File: config.mk
export PLATFORM = sky130hd
export DESIGN_NAME = display_driver_flat
export DESIGN_NICKNAME = d
export VERILOG_FILES = /design/src/rtl/display_pkg.sv /design/src/rtl/display_if.sv /design/src/rtl/display_timing.sv /design/src/rtl/display_driver.sv /design/src/flat_wrapper.sv
export SDC_FILE = /design/constraint.sdc
export NUM_CORES = 1
export LEC_CHECK = 0
export BUFFER_PORTS_ARGS = -buffer_cell sky130_fd_sc_hd__buf_2
export CORE_ASPECT_RATIO = 1.2
export CORE_MARGIN = 5
export CORE_UTILIZATION = 32
export CTS_BUF_LIST = sky130_fd_sc_hd__clkbuf_2
export DETAILED_ROUTE_END_ITERATION = 16
export PLACE_DENSITY = 0.61
export SYNTH_ARGS = -nofsm -noshare
export SYNTH_HDL_FRONTEND = slang
export SYNTH_SLANG_ARGS = --single-unit
export TNS_END_PERCENT = 30
File: constraint.sdc
create_clock -name clk -period 2.5 [get_ports clk]
set_clock_uncertainty 0.05 [all_clocks]
set_input_delay 0.125 -clock clk [delete_from_list [all_inputs] [get_ports clk]]
set_output_delay 0.125 -clock clk [all_outputs]
set_load 0.05 [all_outputs]
File: src/rtl/display_pkg.sv
// Shared constants and pixel/timing types for the micro-display path.
// Default raster geometry is the 640x400 panel mode.
package display_pkg;

    localparam int H_ACTIVE = 640;
    localparam int H_FRONT  = 24;
    localparam int H_SYNC   = 32;
    localparam int H_BACK   = 104;

    localparam int V_ACTIVE = 400;
    localparam int V_FRONT  = 4;
    localparam int V_SYNC   = 4;
    localparam int V_BACK   = 12;

    localparam int   RD_LATENCY   = 2;
    localparam logic SYNC_ACT_LOW = 1'b1;
    localparam int   ADDR_W       = 18;

    typedef struct packed {
        logic [3:0] y;
        logic [2:0] cr;
        logic [2:0] cb;
    } pix_t;

    // Raw timing flags, active-high, before pin polarity is applied
    typedef struct packed {
        logic de;
        logic hs;
        logic vs;
    } tsig_t;

endpackage

File: src/rtl/display_if.sv
// Frame-buffer read port plus panel pins of the display driver.
// master = driver side, slave = memory/panel side.
interface display_if;
    import display_pkg::*;

    logic [ADDR_W-1:0] rd_addr;
    pix_t              color;
    logic              clock_out;
    logic              hsync;
    logic              vsync;
    logic [3:0]        y;
    logic [2:0]        cr;
    logic [2:0]        cb;

    modport master (
        output rd_addr, clock_out, hsync, vsync, y, cr, cb,
        input  color
    );

    modport slave (
        input  rd_addr, clock_out, hsync, vsync, y, cr, cb,
        output color
    );

endinterface

File: src/rtl/display_timing.sv
// Raster counters, region decode, run control and frame-buffer address.
// rd_addr is combinational from the registered counters.
module display_timing
    import display_pkg::*;
#(
    parameter int H_ACT = display_pkg::H_ACTIVE,
    parameter int H_FP  = display_pkg::H_FRONT,
    parameter int H_SW  = display_pkg::H_SYNC,
    parameter int H_BP  = display_pkg::H_BACK,
    parameter int V_ACT = display_pkg::V_ACTIVE,
    parameter int V_FP  = display_pkg::V_FRONT,
    parameter int V_SW  = display_pkg::V_SYNC,
    parameter int V_BP  = display_pkg::V_BACK
) (
    input  logic              clk,
    input  logic              reset_n,
    input  logic              ready,
    output logic              running,
    output tsig_t             tsig,
    output logic [ADDR_W-1:0] rd_addr
);

    localparam int H_TOT = H_ACT + H_FP + H_SW + H_BP;
    localparam int V_TOT = V_ACT + V_FP + V_SW + V_BP;
    localparam int HW    = $clog2(H_TOT);
    localparam int VW    = $clog2(V_TOT);

    localparam logic [HW-1:0] H_LAST = HW'(H_TOT - 1);
    localparam logic [HW-1:0] H_AEND = HW'(H_ACT);
    localparam logic [HW-1:0] HS_BEG = HW'(H_ACT + H_FP);
    localparam logic [HW-1:0] HS_END = HW'(H_ACT + H_FP + H_SW);

    localparam logic [VW-1:0] V_LAST = VW'(V_TOT - 1);
    localparam logic [VW-1:0] V_AEND = VW'(V_ACT);
    localparam logic [VW-1:0] V_ALST = VW'(V_ACT - 1);
    localparam logic [VW-1:0] VS_BEG = VW'(V_ACT + V_FP);
    localparam logic [VW-1:0] VS_END = VW'(V_ACT + V_FP + V_SW);

    localparam logic [ADDR_W-1:0] LINE_STEP = ADDR_W'(H_ACT);
    localparam logic [ADDR_W-1:0] PIX_LAST  = ADDR_W'(H_ACT - 1);

    logic              running_q, running_d;
    logic [HW-1:0]     h_cnt_q, h_cnt_d;
    logic [VW-1:0]     v_cnt_q, v_cnt_d;
    logic [ADDR_W-1:0] base_q, base_d;
    logic              h_last, v_last, frame_end;

    // Next-state: counters advance while running; the line base
    // steps by one row per active line and freezes on the last row
    always_comb begin
        h_last    = (h_cnt_q == H_LAST);
        v_last    = (v_cnt_q == V_LAST);
        frame_end = running_q & h_last & v_last;
        running_d = running_q ? ~(frame_end & ~ready) : ready;
        h_cnt_d   = h_cnt_q;
        v_cnt_d   = v_cnt_q;
        base_d    = base_q;
        if (running_q) begin
            if (h_last) begin
                h_cnt_d = '0;
                if (v_last) begin
                    v_cnt_d = '0;
                    base_d  = '0;
                end else begin
                    v_cnt_d = v_cnt_q + 1'b1;
                    if (v_cnt_q < V_ALST) begin
                        base_d = base_q + LINE_STEP;
                    end
                end
            end else begin
                h_cnt_d = h_cnt_q + 1'b1;
            end
        end
    end

    // Region decode and address; outside active pixels the address
    // holds the last pixel of the current row
    always_comb begin
        tsig.de = running_q & (h_cnt_q < H_AEND) & (v_cnt_q < V_AEND);
        tsig.hs = running_q & (h_cnt_q >= HS_BEG) & (h_cnt_q < HS_END);
        tsig.vs = running_q & (v_cnt_q >= VS_BEG) & (v_cnt_q < VS_END);
        rd_addr = '0;
        if (running_q) begin
            rd_addr = base_q + (tsig.de ? ADDR_W'(h_cnt_q) : PIX_LAST);
        end
    end

    // Counter and run-state registers
    always_ff @(posedge clk or negedge reset_n) begin
        if (!reset_n) begin
            running_q <= 1'b0;
            h_cnt_q   <= '0;
            v_cnt_q   <= '0;
            base_q    <= '0;
        end else begin
            running_q <= running_d;
            h_cnt_q   <= h_cnt_d;
            v_cnt_q   <= v_cnt_d;
            base_q    <= base_d;
        end
    end

    assign running = running_q;

endmodule

File: src/rtl/display_driver.sv
// Display driver top: timing core, sync/de delay line matching the
// frame-buffer + colour-table latency, and the panel output registers.
module display_driver
    import display_pkg::*;
#(
    parameter int H_ACT = display_pkg::H_ACTIVE,
    parameter int H_FP  = display_pkg::H_FRONT,
    parameter int H_SW  = display_pkg::H_SYNC,
    parameter int H_BP  = display_pkg::H_BACK,
    parameter int V_ACT = display_pkg::V_ACTIVE,
    parameter int V_FP  = display_pkg::V_FRONT,
    parameter int V_SW  = display_pkg::V_SYNC,
    parameter int V_BP  = display_pkg::V_BACK
) (
    input  logic      clk,
    input  logic      reset_n,
    input  logic      ready,
    display_if.master bus
);

    logic              running;
    tsig_t             tsig;
    logic [ADDR_W-1:0] rd_addr;

    display_timing #(
        .H_ACT(H_ACT), .H_FP(H_FP), .H_SW(H_SW), .H_BP(H_BP),
        .V_ACT(V_ACT), .V_FP(V_FP), .V_SW(V_SW), .V_BP(V_BP)
    ) u_timing (
        .clk     (clk),
        .reset_n (reset_n),
        .ready   (ready),
        .running (running),
        .tsig    (tsig),
        .rd_addr (rd_addr)
    );

    assign bus.rd_addr = rd_addr;

    tsig_t pipe_q [RD_LATENCY];
    tsig_t pipe_d [RD_LATENCY];
    tsig_t tap;
    logic  hsync_q, hsync_d;
    logic  vsync_q, vsync_d;
    pix_t  pix_q, pix_d;

    // Delay line so timing flags arrive with the colour they addressed
    always_comb begin
        pipe_d[0] = tsig;
        for (int i = 1; i < RD_LATENCY; i++) begin
            pipe_d[i] = pipe_q[i-1];
        end
    end

    // Delay-line registers
    always_ff @(posedge clk or negedge reset_n) begin
        if (!reset_n) begin
            for (int i = 0; i < RD_LATENCY; i++) begin
                pipe_q[i] <= '0;
            end
        end else begin
            pipe_q <= pipe_d;
        end
    end

    assign tap = pipe_q[RD_LATENCY-1];

    // Pin values: polarity-adjusted syncs, black during blanking
    always_comb begin
        hsync_d = tap.hs ^ SYNC_ACT_LOW;
        vsync_d = tap.vs ^ SYNC_ACT_LOW;
        pix_d   = tap.de ? bus.color : '0;
    end

    // Output registers; reset to inactive sync level and black
    always_ff @(posedge clk or negedge reset_n) begin
        if (!reset_n) begin
            hsync_q <= SYNC_ACT_LOW;
            vsync_q <= SYNC_ACT_LOW;
            pix_q   <= '0;
        end else begin
            hsync_q <= hsync_d;
            vsync_q <= vsync_d;
            pix_q   <= pix_d;
        end
    end

    assign bus.hsync = hsync_q;
    assign bus.vsync = vsync_q;
    assign bus.y     = pix_q.y;
    assign bus.cr    = pix_q.cr;
    assign bus.cb    = pix_q.cb;

    // Inverted clock puts the panel's rising edge mid-data-eye
    assign bus.clock_out = running & ~clk;

endmodule

File: src/flat_wrapper.sv
// flat-port wrapper written by rule: the top's interface ports become plain ports
module display_driver_flat import display_pkg::*;
#(
    parameter int H_ACT = display_pkg::H_ACTIVE,
    parameter int H_FP  = display_pkg::H_FRONT,
    parameter int H_SW  = display_pkg::H_SYNC,
    parameter int H_BP  = display_pkg::H_BACK,
    parameter int V_ACT = display_pkg::V_ACTIVE,
    parameter int V_FP  = display_pkg::V_FRONT,
    parameter int V_SW  = display_pkg::V_SYNC,
    parameter int V_BP  = display_pkg::V_BACK
)
  (clk, reset_n, ready, bus_rd_addr, bus_clock_out, bus_hsync, bus_vsync, bus_y, bus_cr, bus_cb, bus_color);
  display_if bus_i ();
  input  logic clk;
  input  logic reset_n;
  input  logic ready;
  output wire logic [$bits(bus_i.rd_addr)-1:0] bus_rd_addr;
  output wire logic [$bits(bus_i.clock_out)-1:0] bus_clock_out;
  output wire logic [$bits(bus_i.hsync)-1:0] bus_hsync;
  output wire logic [$bits(bus_i.vsync)-1:0] bus_vsync;
  output wire logic [$bits(bus_i.y)-1:0] bus_y;
  output wire logic [$bits(bus_i.cr)-1:0] bus_cr;
  output wire logic [$bits(bus_i.cb)-1:0] bus_cb;
  input wire logic [$bits(bus_i.color)-1:0] bus_color;
  assign bus_rd_addr = bus_i.rd_addr;
  assign bus_clock_out = bus_i.clock_out;
  assign bus_hsync = bus_i.hsync;
  assign bus_vsync = bus_i.vsync;
  assign bus_y = bus_i.y;
  assign bus_cr = bus_i.cr;
  assign bus_cb = bus_i.cb;
  assign bus_i.color = bus_color;
  display_driver #(.H_ACT(H_ACT), .H_FP(H_FP), .H_SW(H_SW), .H_BP(H_BP), .V_ACT(V_ACT), .V_FP(V_FP), .V_SW(V_SW), .V_BP(V_BP)) u_core (.clk(clk), .reset_n(reset_n), .ready(ready), .bus(bus_i));
endmodule
==> run summary <==
Reg2Reg Setup Slack = 0.22 ns
Die area = 10,400 um2
Most numerous cell in the Yosys netlist = dfrtp_1
Max Clock Freq = 0.333 GHz
RSZ-0062 raised after global routing = yes
Arrival time at the worst endpoint = 2.83 ns
CP Cell Sequence = nor3_4, o211ai_4, inv_4, and2_4, ha_4, a21o_1, buf_4, buf_4, or2_2, and3_4, buf_6
# diodes = 0
Predominant post-synthesis flop cell = dfrtp_1
Worst r2r dst = u_core.u_timing.base_q[15]
Syn_nets = 309
Max-cap violations = 0
Synthesized area = 2710 um2
Drt wl/cell = 14.1 um
CTS clock-pin slew for the worst setup and hold paths = 0.28 ns
Failing checks = setup timing
Sw frac = 0.404
Chip width = 94.0 um
Fin worst setup slack = -0.504 ns
CP Capture Type = output port
Area Growth Syn to Fin = 38.7%
Avg Cell Area, Syn = 9.38 um2
WL final = 6820 um
Hold Vio Cnt, Final = 0
Setup TNS Final = -4.55 ns
Number of global-route vias before repair = 2,493
Combinational Power Share = 0.344
Startpoint Class = flip-flop
Yosys reg bits = 49
Worst Tran Pin Value = 0.774 ns
Critical R2R Launch = u_core.u_timing.v_cnt_q[4]
Initial antenna violation count = 0
Final setup vio count = 11
Synth top area cells = dfrtp_1 43%, o21ai_0 4.4%, nand2_1 4.4%, and2_1 3.7%, ha_1 3.2%
Max VDD drop = 0.000747 V
Layout cells sized above 1 = 0.353
Post-synth ARST share = 1.00
Synth top area share = 0.434
Synth cell types = 54
FF-to-FF path depth = 6
Starting Density = 0.331
Via count = 2,443
Worst-path fanout max = 4
Worst skew pair latency = 0.54 ns
Placement row count = 36
P_sw = 0.934 mW
Power Dens Cells = 615 nW/um2
EDFF count, synth = 0
Register share of total power = 0.404
Crit path largest cell delay = 0.47 ns
Status = finished with violations
# placed instances = 456
Synth cell count leaders = 47 x dfrtp_1, 32 x nand2_1, 24 x o21ai_0
GRT Util Overall = 0.136
Fillers = 805
Clock Power Share = 0.252
DR vias/cell = 5.04
HP Class = in2async
Slowest-stage cell, CP = dfrtp_1
Final Max Tran Viols = 0
Initial drt markers = 168
Die height = 111 um
Setup CP Type = reg2out
Core area = 8200 um2
Residual DRC = 0
PortBufs = 43
First-pass GRT wire length = 11,700 um
Synthesis Warnings = 0
Fin cells = 485
Post-DRT Antenna Nets = 0
Final Cycle Share = 1.20
# IOs = 44
Sequential share of the synthesized area = 0.453
Relative slew margins = 0.482
Period minus WS final = 3.00 ns
Largest net degree at the start of global routing = 31
Hpwl dp = 4650 um
Internal = 1.38 mW
DR pass1 iterations = 4
LEAKAGE = 1.69 nW
Crit path required time = 2.33 ns
CTS tree = yes
GR Overflow Total = 0
Yosys top cell by area = dfrtp_1
GPL Wtd Cong = 0.814
Most frequent CP cell = buf_4
Fin nets = 390
Synthesized netlist cell count = 289
## cell type report
| cell class | instances | area, um2 | share of cell area |
|---|---|---|---|
| multi-input combinational | 218 | 1610 | 0.428 |
| sequential | 49 | 1230 | 0.327 |
| timing repair buffer | 86 | 662 | 0.176 |
| tap | 114 | 143 | 0.0379 |
| clock inverter | 3 | 46.3 | 0.0123 |
| clock buffer | 9 | 45.0 | 0.0120 |
| inverter | 6 | 25.0 | 0.00666 |
## per-stage QoR
step	hold WS, ns	instance area, um2	power [mW]	setup slack (ns)	utilization
final	0.0386	3760	2.31	-0.504	0.459
after global routing	0.0102	3760	2.45	-0.687	0.459
after CTS	0.00991	3690	2.29	-0.537	0.450
after detailed placement	0.0503	3360	1.76	-0.0723	0.410
after global placement	0.0415	3360	1.75	-0.0190	0.410
after floorplan	-0.221	2890	1.57	-0.129	-
## flip-flops by register name (all words and copies together) (netlist names)
name	count
u_core.pipe_q	3
u_core.u_timing.base_q	11
u_core.bus.hsync	1
u_core.u_timing.v_cnt_q	9
u_core.u_timing.h_cnt_q	10
u_core.u_timing.running	1
u_core.bus.vsync	1
u_core.pipe_d	3
u_core.bus.y	4
u_core.bus.cr	3
u_core.bus.cb	3
## metal layers
metal	wire length (um)	global-route usage
met5	0	0
met2	3290	0.224
met3	374	0.0299
met1	3070	0.176
met4	85	0.0453
## power by group through the flow
stage	clock network [mW]	registers [mW]	logic, mW
floorplan	0.0693	0.929	0.574
global placement	0.0824	0.947	0.722
detailed placement	0.0824	0.948	0.731
CTS	0.596	0.935	0.764
global route	0.644	0.948	0.861
finish	0.583	0.935	0.796
## cells in the final DEF, fill, tap and decap left out, types with 3 or more instances in the layout
master | Yosys | final
a21boi_4 | 0 | 6
a21o_1 | 4 | 4
a21oi_1 | 6 | 5
a31oi_1 | 4 | 4
and2_1 | 16 | 13
and2_4 | 0 | 3
buf_2 | 6 | 30
buf_4 | 0 | 30
buf_6 | 0 | 13
clkbuf_2 | 0 | 8
dfrtp_1 | 47 | 47
dlygate4sd3_1 | 0 | 13
ha_1 | 7 | 4
inv_1 | 5 | 5
nand2_1 | 32 | 31
nand3_1 | 8 | 8
nand4_1 | 9 | 9
nor2_1 | 18 | 17
o211ai_1 | 3 | 3
o21a_1 | 6 | 6
o21ai_0 | 24 | 16
o21ai_1 | 3 | 7
o21ai_2 | 0 | 4
o41ai_1 | 3 | 3
or3_4 | 0 | 6
or4_1 | 6 | 5
xnor2_1 | 10 | 10
xor2_1 | 4 | 4
## logic make-up (layout without fill, tap and decap cells)
kind of cell | Yosys count | after routing | share of synthesized area
AOI/OAI and AO/OA | 72 | 72 | 0.175
other | 1 | 1 | 0.00138
and+or+nand+nor | 122 | 122 | 0.251
buffers and inverters | 22 | 104 | 0.0332
muxes | 2 | 2 | 0.00831
xor gates and xnor gates | 14 | 14 | 0.0452
adders and majority gates | 7 | 7 | 0.0323
DFF | 49 | 49 | 0.453
## worst max path at each step
stage / from / endpoint / cells past startpoint / slack (ns)
floorplan: u_core.u_timing.v_cnt_q[6] / bus_rd_addr[12] / 11 / -0.13
global placement: u_core.u_timing.h_cnt_q[7] / bus_rd_addr[12] / 11 / -0.02
detailed placement: u_core.u_timing.h_cnt_q[7] / bus_rd_addr[12] / 11 / -0.07
CTS: u_core.u_timing.v_cnt_q[8] / bus_rd_addr[15] / 11 / -0.54
global route: u_core.u_timing.v_cnt_q[4] / bus_rd_addr[13] / 11 / -0.69
finish: u_core.u_timing.v_cnt_q[4] / bus_rd_addr[9] / 11 / -0.50
## timing repair
action / 4_1_cts / 5_1_grt
endpoints found under the setup margin: 11 / 14
buffers inserted: 2 / 3
hold buffers: 13 / 0
pin swaps: 6 / 10
gates resized for setup: 28 / 20
endpoints found under the hold margin: 60 / 0
## critical path: cells and delay by family (launching register included)
family | cells | cell delay, ns
buffers and inverters | 4 | 0.48
AND/OR/NAND/NOR | 4 | 0.80
AO/OA/AOI/OAI | 2 | 0.32
flip-flops | 1 | 0.47
adder cells (fa/ha/maj) | 1 | 0.21
Power figures use the tool's default switching activity.
